File: config.mk
export PLATFORM = sky130hd
export DESIGN_NAME = vram_arbiter
export DESIGN_NICKNAME = d
export VERILOG_FILES = /design/src/rtl/vram_arbiter.sv
export SDC_FILE = /design/constraint.sdc
export NUM_CORES = 1
export LEC_CHECK = 0
export BUFFER_PORTS_ARGS = -buffer_cell sky130_fd_sc_hd__buf_2
export CAP_MARGIN = 20
export CORE_ASPECT_RATIO = 1.1
export CORE_MARGIN = 2
export CORE_UTILIZATION = 49
export CTS_CLUSTER_DIAMETER = 30
export DETAILED_ROUTE_END_ITERATION = 12
export GPL_TIMING_DRIVEN = 0
export PLACE_DENSITY = 0.85
export SLEW_MARGIN = 15
export SYNTH_ARGS = -nofsm -noshare
export SYNTH_HDL_FRONTEND = slang
export SYNTH_SLANG_ARGS = --single-unit
export TNS_END_PERCENT = 20
File: constraint.sdc
create_clock -name clk -period 3.17 [get_ports clk]
set_input_delay 0.634 -clock clk [delete_from_list [all_inputs] [get_ports clk]]
set_output_delay 0.634 -clock clk [all_outputs]
set_load 0.05 [all_outputs]
File: src/rtl/vram_arbiter.sv
`default_nettype none
// +------------------------------------------------------------------------+
// | Module      : vram_arbiter                                             |
// | Description : Single-port video-RAM arbiter. Video fetch has priority, |
// |               a starvation guard forces processor access, and returned |
// |               data is routed back to its requester by a tag pipeline.  |
// | Revision    : 1.0 - initial release                                    |
// +------------------------------------------------------------------------+
module vram_arbiter #(
  parameter int ADDR_W     = 17,
  parameter int DATA_W     = 8,
  parameter int STARVE_MAX = 4
) (
  input  logic              clk,
  input  logic              rst_n,
  input  logic              pix_en,
  input  logic [31:0]       video_address,
  output logic [DATA_W-1:0] video_data,
  output logic              video_valid,
  output logic              video_miss,
  output logic [15:0]       miss_cnt,
  input  logic              cpu_req,
  input  logic              cpu_we,
  input  logic [31:0]       cpu_addr,
  input  logic [DATA_W-1:0] cpu_wdata,
  output logic              cpu_gnt,
  output logic [DATA_W-1:0] cpu_rdata,
  output logic              cpu_rvalid,
  output logic [ADDR_W-1:0] mem_addr,
  output logic              mem_we,
  output logic [DATA_W-1:0] mem_wdata,
  input  logic [DATA_W-1:0] mem_rdata
);

  // Return tags. Video and processor tags travel in separate lanes so a
  // forced processor read and the video slot it dropped can return together.
  localparam logic [2:0] TAG_NONE       = 3'd0;
  localparam logic [2:0] TAG_VID        = 3'd1;
  localparam logic [2:0] TAG_VID_DROP   = 3'd2;
  localparam logic [2:0] TAG_CPU_RD     = 3'd3;
  localparam logic [2:0] TAG_CPU_RD_OOR = 3'd4;

  localparam logic [3:0] STARVE_LIM = 4'(STARVE_MAX);

  logic [3:0] starve_cnt;
  logic       cpu_win;
  logic       vid_win;
  logic       cpu_oor;
  logic [2:0] vid_tag_next;
  logic [2:0] cpu_tag_next;
  logic [2:0] vid_tag1;
  logic [2:0] cpu_tag1;
  logic [2:0] vid_tag2;
  logic [2:0] cpu_tag2;

  // Upper processor address bits decide range; upper video bits are ignored.
  generate
    if (ADDR_W < 32) begin : g_oor_chk
      logic unused_video_hi;
      assign cpu_oor         = |cpu_addr[31:ADDR_W];
      assign unused_video_hi = |video_address[31:ADDR_W];
    end else begin : g_oor_none
      assign cpu_oor = 1'b0;
    end
  endgenerate

  // Arbitration: video first unless the processor has waited STARVE_MAX cycles.
  always_comb begin
    cpu_win      = cpu_req && (!pix_en || (starve_cnt >= STARVE_LIM));
    vid_win      = pix_en && !cpu_win;
    vid_tag_next = TAG_NONE;
    cpu_tag_next = TAG_NONE;
    if (vid_win) begin
      vid_tag_next = TAG_VID;
    end else if (pix_en) begin
      vid_tag_next = TAG_VID_DROP;
    end
    if (cpu_win && !cpu_we) begin
      cpu_tag_next = cpu_oor ? TAG_CPU_RD_OOR : TAG_CPU_RD;
    end
  end

  assign cpu_gnt = cpu_win;

  // Count consecutive denied processor cycles; any grant or idle clears it.
  always_ff @(posedge clk or negedge rst_n) begin
    if (!rst_n) begin
      starve_cnt <= 4'd0;
    end else if (cpu_req && !cpu_gnt) begin
      starve_cnt <= starve_cnt + 4'd1;
    end else begin
      starve_cnt <= 4'd0;
    end
  end

  // Stage 1: register the winner's RAM command and its return tags.
  always_ff @(posedge clk or negedge rst_n) begin
    if (!rst_n) begin
      mem_addr  <= '0;
      mem_we    <= 1'b0;
      mem_wdata <= '0;
      vid_tag1  <= TAG_NONE;
      cpu_tag1  <= TAG_NONE;
    end else begin
      vid_tag1 <= vid_tag_next;
      cpu_tag1 <= cpu_tag_next;
      mem_we   <= 1'b0;
      if (cpu_win) begin
        mem_addr  <= cpu_addr[ADDR_W-1:0];
        mem_we    <= cpu_we && !cpu_oor;
        mem_wdata <= cpu_wdata;
      end else if (vid_win) begin
        mem_addr  <= video_address[ADDR_W-1:0];
      end
    end
  end

  // Stage 2: capture RAM data into whichever requester the tags name.
  always_ff @(posedge clk or negedge rst_n) begin
    if (!rst_n) begin
      vid_tag2   <= TAG_NONE;
      cpu_tag2   <= TAG_NONE;
      video_data <= '0;
      cpu_rdata  <= '0;
      miss_cnt   <= 16'd0;
    end else begin
      vid_tag2 <= vid_tag1;
      cpu_tag2 <= cpu_tag1;
      if (vid_tag1 == TAG_VID) begin
        video_data <= mem_rdata;
      end
      if (vid_tag1 == TAG_VID_DROP && miss_cnt != 16'hFFFF) begin
        miss_cnt <= miss_cnt + 16'd1;
      end
      if (cpu_tag1 == TAG_CPU_RD) begin
        cpu_rdata <= mem_rdata;
      end else if (cpu_tag1 == TAG_CPU_RD_OOR) begin
        cpu_rdata <= '0;
      end
    end
  end

  assign video_valid = (vid_tag2 != TAG_NONE);
  assign video_miss  = (vid_tag2 == TAG_VID_DROP);
  assign cpu_rvalid  = (cpu_tag2 != TAG_NONE);

endmodule
`default_nettype wire

# Word level (Yosys, flattened, before mapping)
# Cells that the tools add are included.
[word_totals]
output_inout_bits = 62
regBits = 74
word_cells = 46
[classes]
muxes = 10
n_eq_ne = 6
addsub = 2
n_lt_le_gt_ge = 1
reduce_logical = 16
[op_table]
columns = ["operator", "n"]
rows = [
  ["2-to-1 mux 17 bit", 2],
  ["adder 16 x 1 -> 16 bit, second input constant", 1],
  ["2-to-1 mux 8 bit", 2],
  ["!= test 16 bit, second input constant", 1],
  ["OR reduction 15 bit", 1],
  ["== test 3 x 2 -> 1 bit, second input constant", 3],
  ["2-to-1 mux 3 bit", 3],
  ["logical AND 1 bit", 6],
  ["nonzero test 3 bit", 2],
  ["adder 4 x 1 -> 4 bit, second input constant", 1],
  [">= comparator 4 x 3 -> 1 bit, second input constant", 1],
  ["zero test 1 bit", 4],
  ["2-to-1 mux 4 bit", 1],
  ["nonzero test 2 bit", 2],
  ["== test 3 x 1 -> 1 bit, second input constant", 1],
  ["== test 3 bit, second input constant", 1],
  ["2-to-1 mux 2 bit", 1],
  ["logical OR 1 bit", 1],
  ["2-to-1 mux 1 bit", 1],
]

# Longest topological paths before layout
# Gate-level depths: netlist of the first run.
[logic_depth]
word_depth = 7
depth_mapped = 6
depth_no_buf = 5

# Least setup slack after synthesis of the first run
# Ideal clock, no wire load.
[synth_timing]
path_kind = "input to output"
startpoint = "input port pix_en"
endpoint = "output port cpu_gnt"
arrival_ns = 1.672
slack_ns = 0.864
required_ns = 2.536
path_buffers = 1
cell_stages = 4
cell_sequence = "nor3b_1 > nand2b_1 > inv_2 > clkbuf_1"
[synth_between]
elab_chain_cells = 3
[synth_rtl]
columns = ["element", "line", "source"]
rows = [
  ["start, declared", "16", "input logic pix_en,"],
  ["zero test 1 bit", "69", "cpu_win = cpu_req && (!pix_en || (starve_cnt >= STARVE_LIM));"],
  ["logical OR 1 bit", "69", ""],
  ["logical AND 1 bit", "69", ""],
  ["end, declared", "26", "output logic cpu_gnt,"],
]
# Every way passes these cells.

# Worst setup path in the final report of the first run
# Ends and elaborated chain as after synthesis.

==> results of run 1 <==
[state kept, by name, summed over array words and instances, names as in the netlist]
signal / flops
cpu_rdata: 8
cpu_tag1: 2
cpu_tag2: 2
mem_addr: 17
mem_wdata: 8
mem_we: 1
miss_cnt: 16
starve_cnt: 4
vid_tag1: 2
vid_tag2: 2
video_data: 8
[synth_stat cells, drive strengths merged (5+ instances only)]
master and count:
dfrtp 70, nand2 63, o21ai 25, mux2i 17
mux2 10, clkbuf 8, nor2 8, nor4 8
xor2 8, a21oi 6, and3 6, nand3 6
nand4 5, nor3 5
[power groups by stage]
stage / Clock [mW] / Combinational, mW / Sequential (mW)
finish: 0.723 / 0.638 / 1.06
global route: 0.775 / 0.679 / 1.07
CTS: 0.739 / 0.644 / 1.06
detailed placement: 0 / 0.644 / 1.07
global placement: 0 / 0.628 / 1.07
floorplan: 0 / 0.149 / 1.36
[metal layers]
layer	vias to the layer above	wire length [um]
met5	-	0
met4	0	54
met3	5	513
met2	113	3480
met1	1199	2840
li1	1237	-
[cells by family (layout without fill, tap and decap cells)]
group / Yosys count / count (layout) / synth area share (%)
simple gates: 115 / 115 / 19.5
other cells: 1 / 1 / 0.125
compound gates: 36 / 36 / 6.49
xor+xnor: 9 / 9 / 2.64
fa+ha+maj: 3 / 3 / 1.26
buf+inv: 14 / 162 / 1.84
mux: 27 / 27 / 9.58
flops: 70 / 70 / 58.6
[how the worst min path moves through the flow]
stage | to | cells past startpoint | slack (ns) | startpoint
finish | mem_wdata[3] | 1 | 0.23 | rst_n
global route | mem_addr[9] | 1 | 0.24 | rst_n
CTS | mem_addr[9] | 1 | 0.23 | rst_n
detailed placement | cpu_tag2[2] | 0 | 0.37 | cpu_tag1[2]
global placement | cpu_tag2[2] | 0 | 0.36 | cpu_tag1[2]
floorplan | cpu_rdata[0] | 0 | 0.34 | rst_n
[per-stage QoR]
stage	hold slack [ns]	setup slack, ns	std cells	cell area [sq um]	util (%)
after floorplan	0.338	0.864	275	2990	-
after global placement	0.357	0.639	483	3740	64.1
after detailed placement	0.368	0.596	484	3760	64.4
after CTS	0.226	0.590	500	3970	67.9
after global routing	0.242	0.476	500	3970	67.9
final	0.225	0.579	500	3970	67.9
[critical path: stages]
cell	delay (ns)
buf_2	0.11
nor3b_1	0.16
nand2b_1	0.19
inv_2	0.15
clkbuf_1	0.37
buf_2	0.35
[layout by cell type (no fill, tap or decap), types with 2 or more instances in the layout]
| master | synthesis | final |
|---|---|---|
| nand4_1 | 5 | 5 |
| a211oi_1 | 3 | 3 |
| nor3b_1 | 2 | 2 |
| a21oi_1 | 5 | 5 |
| nor2_1 | 8 | 8 |
| and2_1 | 2 | 2 |
| and3_1 | 6 | 6 |
| ha_1 | 3 | 3 |
| a31oi_1 | 2 | 2 |
| clkbuf_8 | 0 | 11 |
| and4_1 | 2 | 2 |
| nand2b_1 | 3 | 3 |
| nor4_1 | 7 | 7 |
| xor2_1 | 8 | 8 |
| dfrtp_1 | 70 | 70 |
| buf_2 | 2 | 132 |
| o21ai_0 | 25 | 25 |
| or2_2 | 2 | 2 |
| nand3_1 | 4 | 4 |
| mux2i_1 | 17 | 17 |
| nor3_1 | 4 | 4 |
| inv_1 | 3 | 3 |
| mux2_2 | 9 | 9 |
| nand2_1 | 63 | 63 |
| clkbuf_1 | 8 | 10 |
[area by class of cell]
| class | count | area share, % |
|---|---|---|
| Sequential cell | 70 | 44.2 |
| Multi-Input combinational cell | 191 | 29.8 |
| Timing Repair Buffer | 132 | 17.1 |
| Clock buffer | 13 | 4.01 |
| Tap cell | 77 | 2.43 |
| Clock inverter | 3 | 1.07 |
| Buffer | 10 | 1.01 |
| Inverter | 4 | 0.379 |
==> flow_summary.toml, run 1 <==
[global_route]
grt_use_total_pct = 22.0
grt_pass1_vias = 2629
met2_usage_pct = 38.4
grt_max_degree = 42
grt_remaining_overflow = 0
use_met3_pct = 5.68
grt_pass1_wl_um = 11800
antenna_found_initial = 0
grt.busiest_layer = "met2"
use_met1_pct = 26.9

[die]
die_area_sq_um = 6740
die_w_um = 78.5
die_y_um = 85.9
num_rows = 29
core_sq_um = 5840
initial_utilization_pct = 51.2
pin_count = 147

[run]
maxCapViolCount = 0

[synth]
synthCells = 275
synth_top_area_share_pct = 58.6
ys_ff_latch = 70
synth_edf_count = 0
ys_seq_area_share_pct = 58.6
avgSynthCellArea_sq_um = 10.9
yosysTopAreaCell = "dfrtp_1"
yosysWarningCount = 0
synth.cell_area_sq_um = 2990
synthTopCellsByArea = "dfrtp_1 (59%), nand2_1 (7.9%), mux2i_1 (5.7%)"
async_flop_share_pct = 100
synth_nets = 363
synthFlopType = "dfrtp_1"
yosysUniqueCellTypes = 36

[setup_path]
ff2ff_path_depth = 6
start_kind = "input pin"
ff2ff_setup_slack_ns = 1.50
cp-endpoint = "cpu_gnt"
crit_type = "input pin to output pin"
cp.arrival_ns = 1.96
r2r_start = "starve_cnt[3]"
critPathLaunch = "pix_en"
crit_required_ns = 2.54
r2r_end = "mem_addr[14]"
end_kind = "output pin"
critPathMaxFanout = 10

[placed_design]
port_buffers = 131
hpwl_um = 5130
gp_congestion = 0.857

[detailed_routing]
routedWlPerCell_um = 13.8
drc_errors = 0
vias_per_cell = 5.11
drt-pass1-iter-count = 4
ant_nets = 0
vias = 2554
wl_um = 6890
drt_iter0_markers = 180

[clock_network]
htreeDepth = 3
cts_setup_buffers = 0
cts_hold_buffers = 0
clk_latency_ns = 0.32
cts_tree = "done"
cts_buffers = 9
clk_pin_slew_worst_paths_ns = 0.07
ctsResizeCount = 0
root_buffer = "clkbuf_8"
clockBufferDepth = 2
cts.sinks = 70

[final_layout]
drive_above_1_share_pct = 39.2
multi_input_area_sq_um = 1180
areaGrowthSynthToFinish_pct = 32.6
fillerInstances = 461
nets = 506
num_antenna_cells = 0
ff_latch_area_sq_um = 1750

[power]
p_leak_nw = 2.12
p_clk_share_pct = 29.9
totalPowerFinal_mw = 2.42
p_int_mw = 1.56
p_sw_share_pct = 35.4
power_frac_seq_pct = 43.8
power.density_nw_per_um2 = 610
p_comb_share_pct = 26.4
p_sw_mw = 0.856
ir_worst_vdd_mv = 0.383

[sta]
fin_crit_ns = 2.59
fmax_ghz = 0.386
drv_slew = 0
finalSetupTns_ns = 0
rsz0062_at_grt = "no"
period_share_pct = 81.7
hold_viol = 0
setup_viol = 0
skew_ns = 0.00634

[run_status]
status = "finished, final reports clean"

[min_path]
hp-class = "input pin to asynchronous set/reset pin"
(Power assumes the default switching activity.)
==> run 2: changes to the inputs <==
- CORE_UTILIZATION: 49 -> 46
- PLACE_DENSITY: 0.85 -> 0.8
- clock period: 3.17 -> 2.4 ns (I/O delays scaled with it)
==> run 2 against run 1 <==
  * Worst setup slack worse by 0.20 ns
  * Total power up 29%
  * Hold slack worse by 0.14 ns
  * Routed wire length down 1.9%
  * Utilization down 4.5 points
  * Count of clock-buffer cells in the layout down 1
  * Sequential power up 31%
==> flow_summary.toml, run 2 (same netlist as run 1, synthesis figures left out) <==
[placed_design]
place_inst = 487
placed_area_sq_um = 3770
gp_congestion = 0.773
hpwl_um = 5070
port_buffers = 131

[clock_network]
clk_pin_slew_worst_paths_ns = 0.08
root_buffer = "clkbuf_8"
cts.sinks = 70
cts_hold_buffers = 0
clk_latency_ns = 0.33
clockBufferDepth = 2
cts_tree = "done"
htreeDepth = 3
cts_setup_buffers = 0
cts_buffers = 9

[final_layout]
largest_reg_flops = 17
final_util_pct = 63.4
num_antenna_cells = 0
final_common_cell = "buf_2"
largestRegisters = "mem_addr (17), miss_cnt (16)"
multi_input_area_sq_um = 1190
top_register = "mem_addr"
ff_latch_area_sq_um = 1750
final_cells = 502
areaGrowthSynthToFinish_pct = 32.2
fillerInstances = 511
nets = 505
drive_above_1_share_pct = 39.3
final_cell_mix = "buf_2 (132), dfrtp_1 (70), nand2_1 (63)"
final_area_sq_um = 3950

[sta]
fin_crit_ns = 2.02
period_share_pct = 84.2
fmax_ghz = 0.495
finalSetupTns_ns = 0
rsz0062_at_grt = "no"
drv_slew = 0
skew_ns = 0.0104
hold_ws_ns = 0.0880
setup_viol = 0
hold_viol = 0

[detailed_routing]
routedWlPerCell_um = 13.5
drt_iter0_markers = 129
ant_nets = 0
vias_per_cell = 5.11
vias = 2566
drt-pass1-iter-count = 4
drc_errors = 0
wl_um = 6750

[setup_path]
start_kind = "flop"
end_kind = "output pin"
crit_type = "flop to output pin"
slowest_delay_ns = 0.39
ff2ff_path_depth = 5
critPathMaxFanout = 18
path_cells = "nor3b_2 -> nand2b_1 -> inv_2 -> buf_2"
crit_required_ns = 1.92
crit_path_top_delay_cell = "dfrtp_1"
cp.arrival_ns = 1.54

[run_status]
status = "finished, final reports clean"

[global_route]
grt_remaining_overflow = 0
grt_max_degree = 37
grt_pass1_wl_um = 11100
grt_use_total_pct = 20.1
antenna_found_initial = 0
grt_pass1_vias = 2430

[power]
p_clk_share_pct = 28.6
p_sw_share_pct = 35.9
ir_worst_vdd_mv = 0.523
p_comb_share_pct = 26.8
power_frac_seq_pct = 44.6
p_int_mw = 2.01
p_sw_mw = 1.12
power.density_nw_per_um2 = 791
p_leak_nw = 2.12

[die]
pin_count = 147
die_area_sq_um = 7160
die_w_um = 80.9
num_rows = 30
die_y_um = 88.6
initial_utilization_pct = 48.0
core_sq_um = 6230

[min_path]
hp-class = "input pin to asynchronous set/reset pin"

[run]
maxCapViolCount = 0
[run 2: cell types whose count changed in the layout (fill, tap and decap cells not counted), sizes merged]
cell,before,now
clkbuf,21,19
clkinv,1,2
[run 2: layout make-up]
| type | instances | share of cell area [%] |
|---|---|---|
| multi-input cells | 191 | 30.1 |
| clock inverters | 4 | 1.20 |
| flip-flops and latches | 70 | 44.3 |
| well taps | 80 | 2.53 |
| inverters | 4 | 0.380 |
| repair buffers | 132 | 17.2 |
| plain buffers | 9 | 0.918 |
| clock buffers | 12 | 3.42 |
[run 2: repair_timing]
item / CTS / global route
hold endpoints to repair: 0 / 0
endpoints found under the setup margin: 0 / 1
gates resized for setup: 0 / 1
[run 2: path summary, 6_finish.rpt]
| path | start | end | slack [ns] |
|---|---|---|---|
| worst max-delay path | starve_cnt[2] | cpu_gnt | 0.38 |
| worst min-delay path | rst_n | cpu_rdata[6] | 0.09 |
| worst max register to register | miss_cnt[0] | miss_cnt[1] | 0.72 |
| worst min register to register | cpu_tag1[2] | cpu_tag2[2] | 0.39 |
| max in group asynchronous | rst_n | mem_addr[4] | 1.77 |
| min in group clk | cpu_we | cpu_tag1[2] | 0.33 |
[run 2: power by group through the flow]
stage	combinational, mW	sequential [mW]	clock [mW]
floorplan	0.197	1.80	0
global placement	0.832	1.41	0
detailed placement	0.848	1.41	0
CTS	0.847	1.39	0.918
global route	0.899	1.41	0.973
finish	0.839	1.39	0.895
[run 2: critical path, delay by kind of cell, from the launching register on]
family	cells	cell delay, ns
buf+inv	2	0.40
flops	1	0.39
simple gates	2	0.41
[run 2: metrics by stage]
stage | power, mW | worst slack, ns
after floorplan | 2.00 | 0.402
after global placement | 2.24 | 0.131
after detailed placement | 2.26 | 0.116
after CTS | 3.16 | 0.0282
after global routing | 3.28 | 0.234
final | 3.13 | 0.378
[run 2: per-layer routing]
layer / routed length [um] / share of wire, % / track usage (%)
met1: 2860 / 42 / 26.3
met2: 3470 / 51 / 33.1
met3: 355 / 5.3 / 3.67
met4: 74 / 1.1 / 8.32
met5: 0 / 0 / 0
==> run 3: changes to the inputs <==
- CORE_UTILIZATION: 46 -> 41
- PLACE_DENSITY: 0.8 -> 0.75
- clock period: 2.4 -> 1.7 ns (I/O delays scaled with it)
==> run 3 against run 2 <==
  * Hold slack improved by 0.096 ns
  * Critical path depth rose by 1
  * Largest power group unchanged
  * First-iteration DRC count fell by 32%
  * Sequential share of layout area fell by 2.1 points
  * Combinational power rose by 50%
  * The flow now finishes with violations (setup timing)
  * Design area rose by 5.7%
==> flow_summary.toml, run 3 (same netlist as run 1, synthesis figures left out) <==
[detailed_routing]
vias_per_cell = 5.00
wl_um = 7260
ant_nets = 0
drt-pass1-iter-count = 5
routedWlPerCell_um = 14.0
vias = 2592
drt_iter0_markers = 88
drc_errors = 0

[die]
die_area_sq_um = 7990
die_w_um = 85.4
initial_utilization_pct = 42.4
pin_count = 147
num_rows = 32
core_sq_um = 7050
die_y_um = 93.6

[placed_design]
gp_congestion = 0.831
hpwl_um = 5190
port_buffers = 131

[min_path]
hp-class = "input pin to flop"

[setup_path]
slowest_delay_ns = 0.40
crit_type = "flop to output pin"
cp.arrival_ns = 1.51
start_kind = "flop"
path_cells = "nor3b_4 -> nand2b_4 -> inv_8 -> clkbuf_16 -> buf_12"
end_kind = "output pin"
critPathMaxFanout = 3
crit_required_ns = 1.36
crit_path_top_delay_cell = "dfrtp_1"

[power]
ir_worst_vdd_mv = 0.912
p_comb_share_pct = 26.4
p_clk_share_pct = 32.0
p_sw_share_pct = 35.2
p_leak_nw = 2.19
p_sw_mw = 1.68
power_frac_seq_pct = 41.5
power.density_nw_per_um2 = 1140
p_int_mw = 3.09

[final_layout]
largestRegisters = "mem_addr (17), miss_cnt (16)"
final_util_pct = 59.3
drive_above_1_share_pct = 45.5
num_antenna_cells = 0
final_cell_mix = "buf_2 (131), nand2_1 (63), dfrtp_1 (59)"
nets = 516
multi_input_area_sq_um = 1220
largest_reg_flops = 17
fillerInstances = 602
top_register = "mem_addr"
areaGrowthSynthToFinish_pct = 39.7
ff_latch_area_sq_um = 1770
final_common_cell = "buf_2"

[global_route]
grt_remaining_overflow = 0
grt_max_degree = 38
grt_use_total_pct = 18.2
grt_pass1_wl_um = 11500
antenna_found_initial = 0
grt_pass1_vias = 2460

[clock_network]
cts_tree = "done"
cts_buffers = 9
cts.sinks = 70
root_buffer = "clkbuf_8"
htreeDepth = 3
clk_latency_ns = 0.34
clockBufferDepth = 2
clk_pin_slew_worst_paths_ns = 0.08

[sta]
setup_viol = 1
hold_viol = 0
skew_ns = 0.00899
drv_slew = 0
fin_ws_ns = -0.147
fin_crit_ns = 1.85
period_share_pct = 109
fmax_ghz = 0.541
rsz0062_at_grt = "yes"
hold_ws_ns = 0.184

[run]
maxCapViolCount = 0

[run_status]
status = "complete, but fails checks"
violations = "setup timing"
## run 3: power by group through the flow
stage / combinational, mW / clock (mW) / sequential [mW]
2_1_floorplan: 0.278 / 0 / 2.55
5_1_grt: 1.34 / 1.62 / 2.01
3_3_place_gp: 1.18 / 0 / 2.00
3_5_place_dp: 1.20 / 0 / 2.00
6_report: 1.26 / 1.52 / 1.98
4_1_cts: 1.23 / 1.56 / 1.97
## run 3: path summary, 6_finish.rpt
check                                    from       endpoint  slack (ns)  depth (start not counted)
worst max register to register    miss_cnt[0]   miss_cnt[12]        0.04                          5
min in group asynchronous               rst_n  video_data[4]        0.49                          2
max in group asynchronous               rst_n    miss_cnt[4]        0.64                          3
worst min register to register    cpu_tag1[1]    cpu_tag2[1]        0.38                          0
worst max-delay path            starve_cnt[3]        cpu_gnt       -0.15                          5
worst min-delay path                   cpu_we    cpu_tag1[2]        0.18                          2
## run 3: per-layer routing
metal	global-route usage, %	part of all wire [%]	up-vias	wire length, um
li1	-	-	1255	-
met1	22.1	43	1232	3110
met2	30.4	50	95	3620
met3	4.32	6.0	10	434
met4	8.47	1.4	0	101
met5	0	0	-	0
## run 3: timing repair
| item | CTS | global route |
|---|---|---|
| pin swaps | 1 | 3 |
| setup endpoints to repair | 10 | 33 |
| gates resized for setup | 13 | 11 |
| hold buffers | 1 | 0 |
| hold endpoints to repair | 33 | 0 |
| gates cloned | 0 | 0 |
| setup buffers | 3 | 6 |
## run 3: cell type report
| class | instances | share of cell area (%) |
|---|---|---|
| sequential | 70 | 42.2 |
| multi-input combinational | 191 | 29.2 |
| timing repair buffer | 142 | 18.4 |
| clock buffer | 10 | 3.29 |
| tap | 85 | 2.54 |
| clock inverter | 6 | 2.25 |
| buffer | 10 | 1.53 |
| inverter | 4 | 0.539 |
## run 3: metrics by stage
| stage | power, mW | setup WS [ns] | instance area, sq um | TNS [ns] | instances |
|---|---|---|---|---|---|
| after CTS | 4.77 | -0.182 | 4110 | -0.182 | 512 |
| after global placement | 3.17 | -0.323 | 3770 | -4.16 | 491 |
| final | 4.76 | -0.147 | 4180 | -0.147 | 518 |
| after global routing | 4.97 | -0.207 | 4180 | -1.03 | 518 |
| after detailed placement | 3.21 | -0.335 | 3790 | -1.23 | 492 |
| after floorplan | 2.83 | -0.0353 | 3000 | -0.0534 | 275 |
## run 3: worst max-delay path, delay by kind of cell (launching register included)
| family | cells | cell delay, ns |
|---|---|---|
| and+or+nand+nor | 2 | 0.45 |
| DFF | 1 | 0.40 |
| buffers and inverters | 3 | 0.30 |
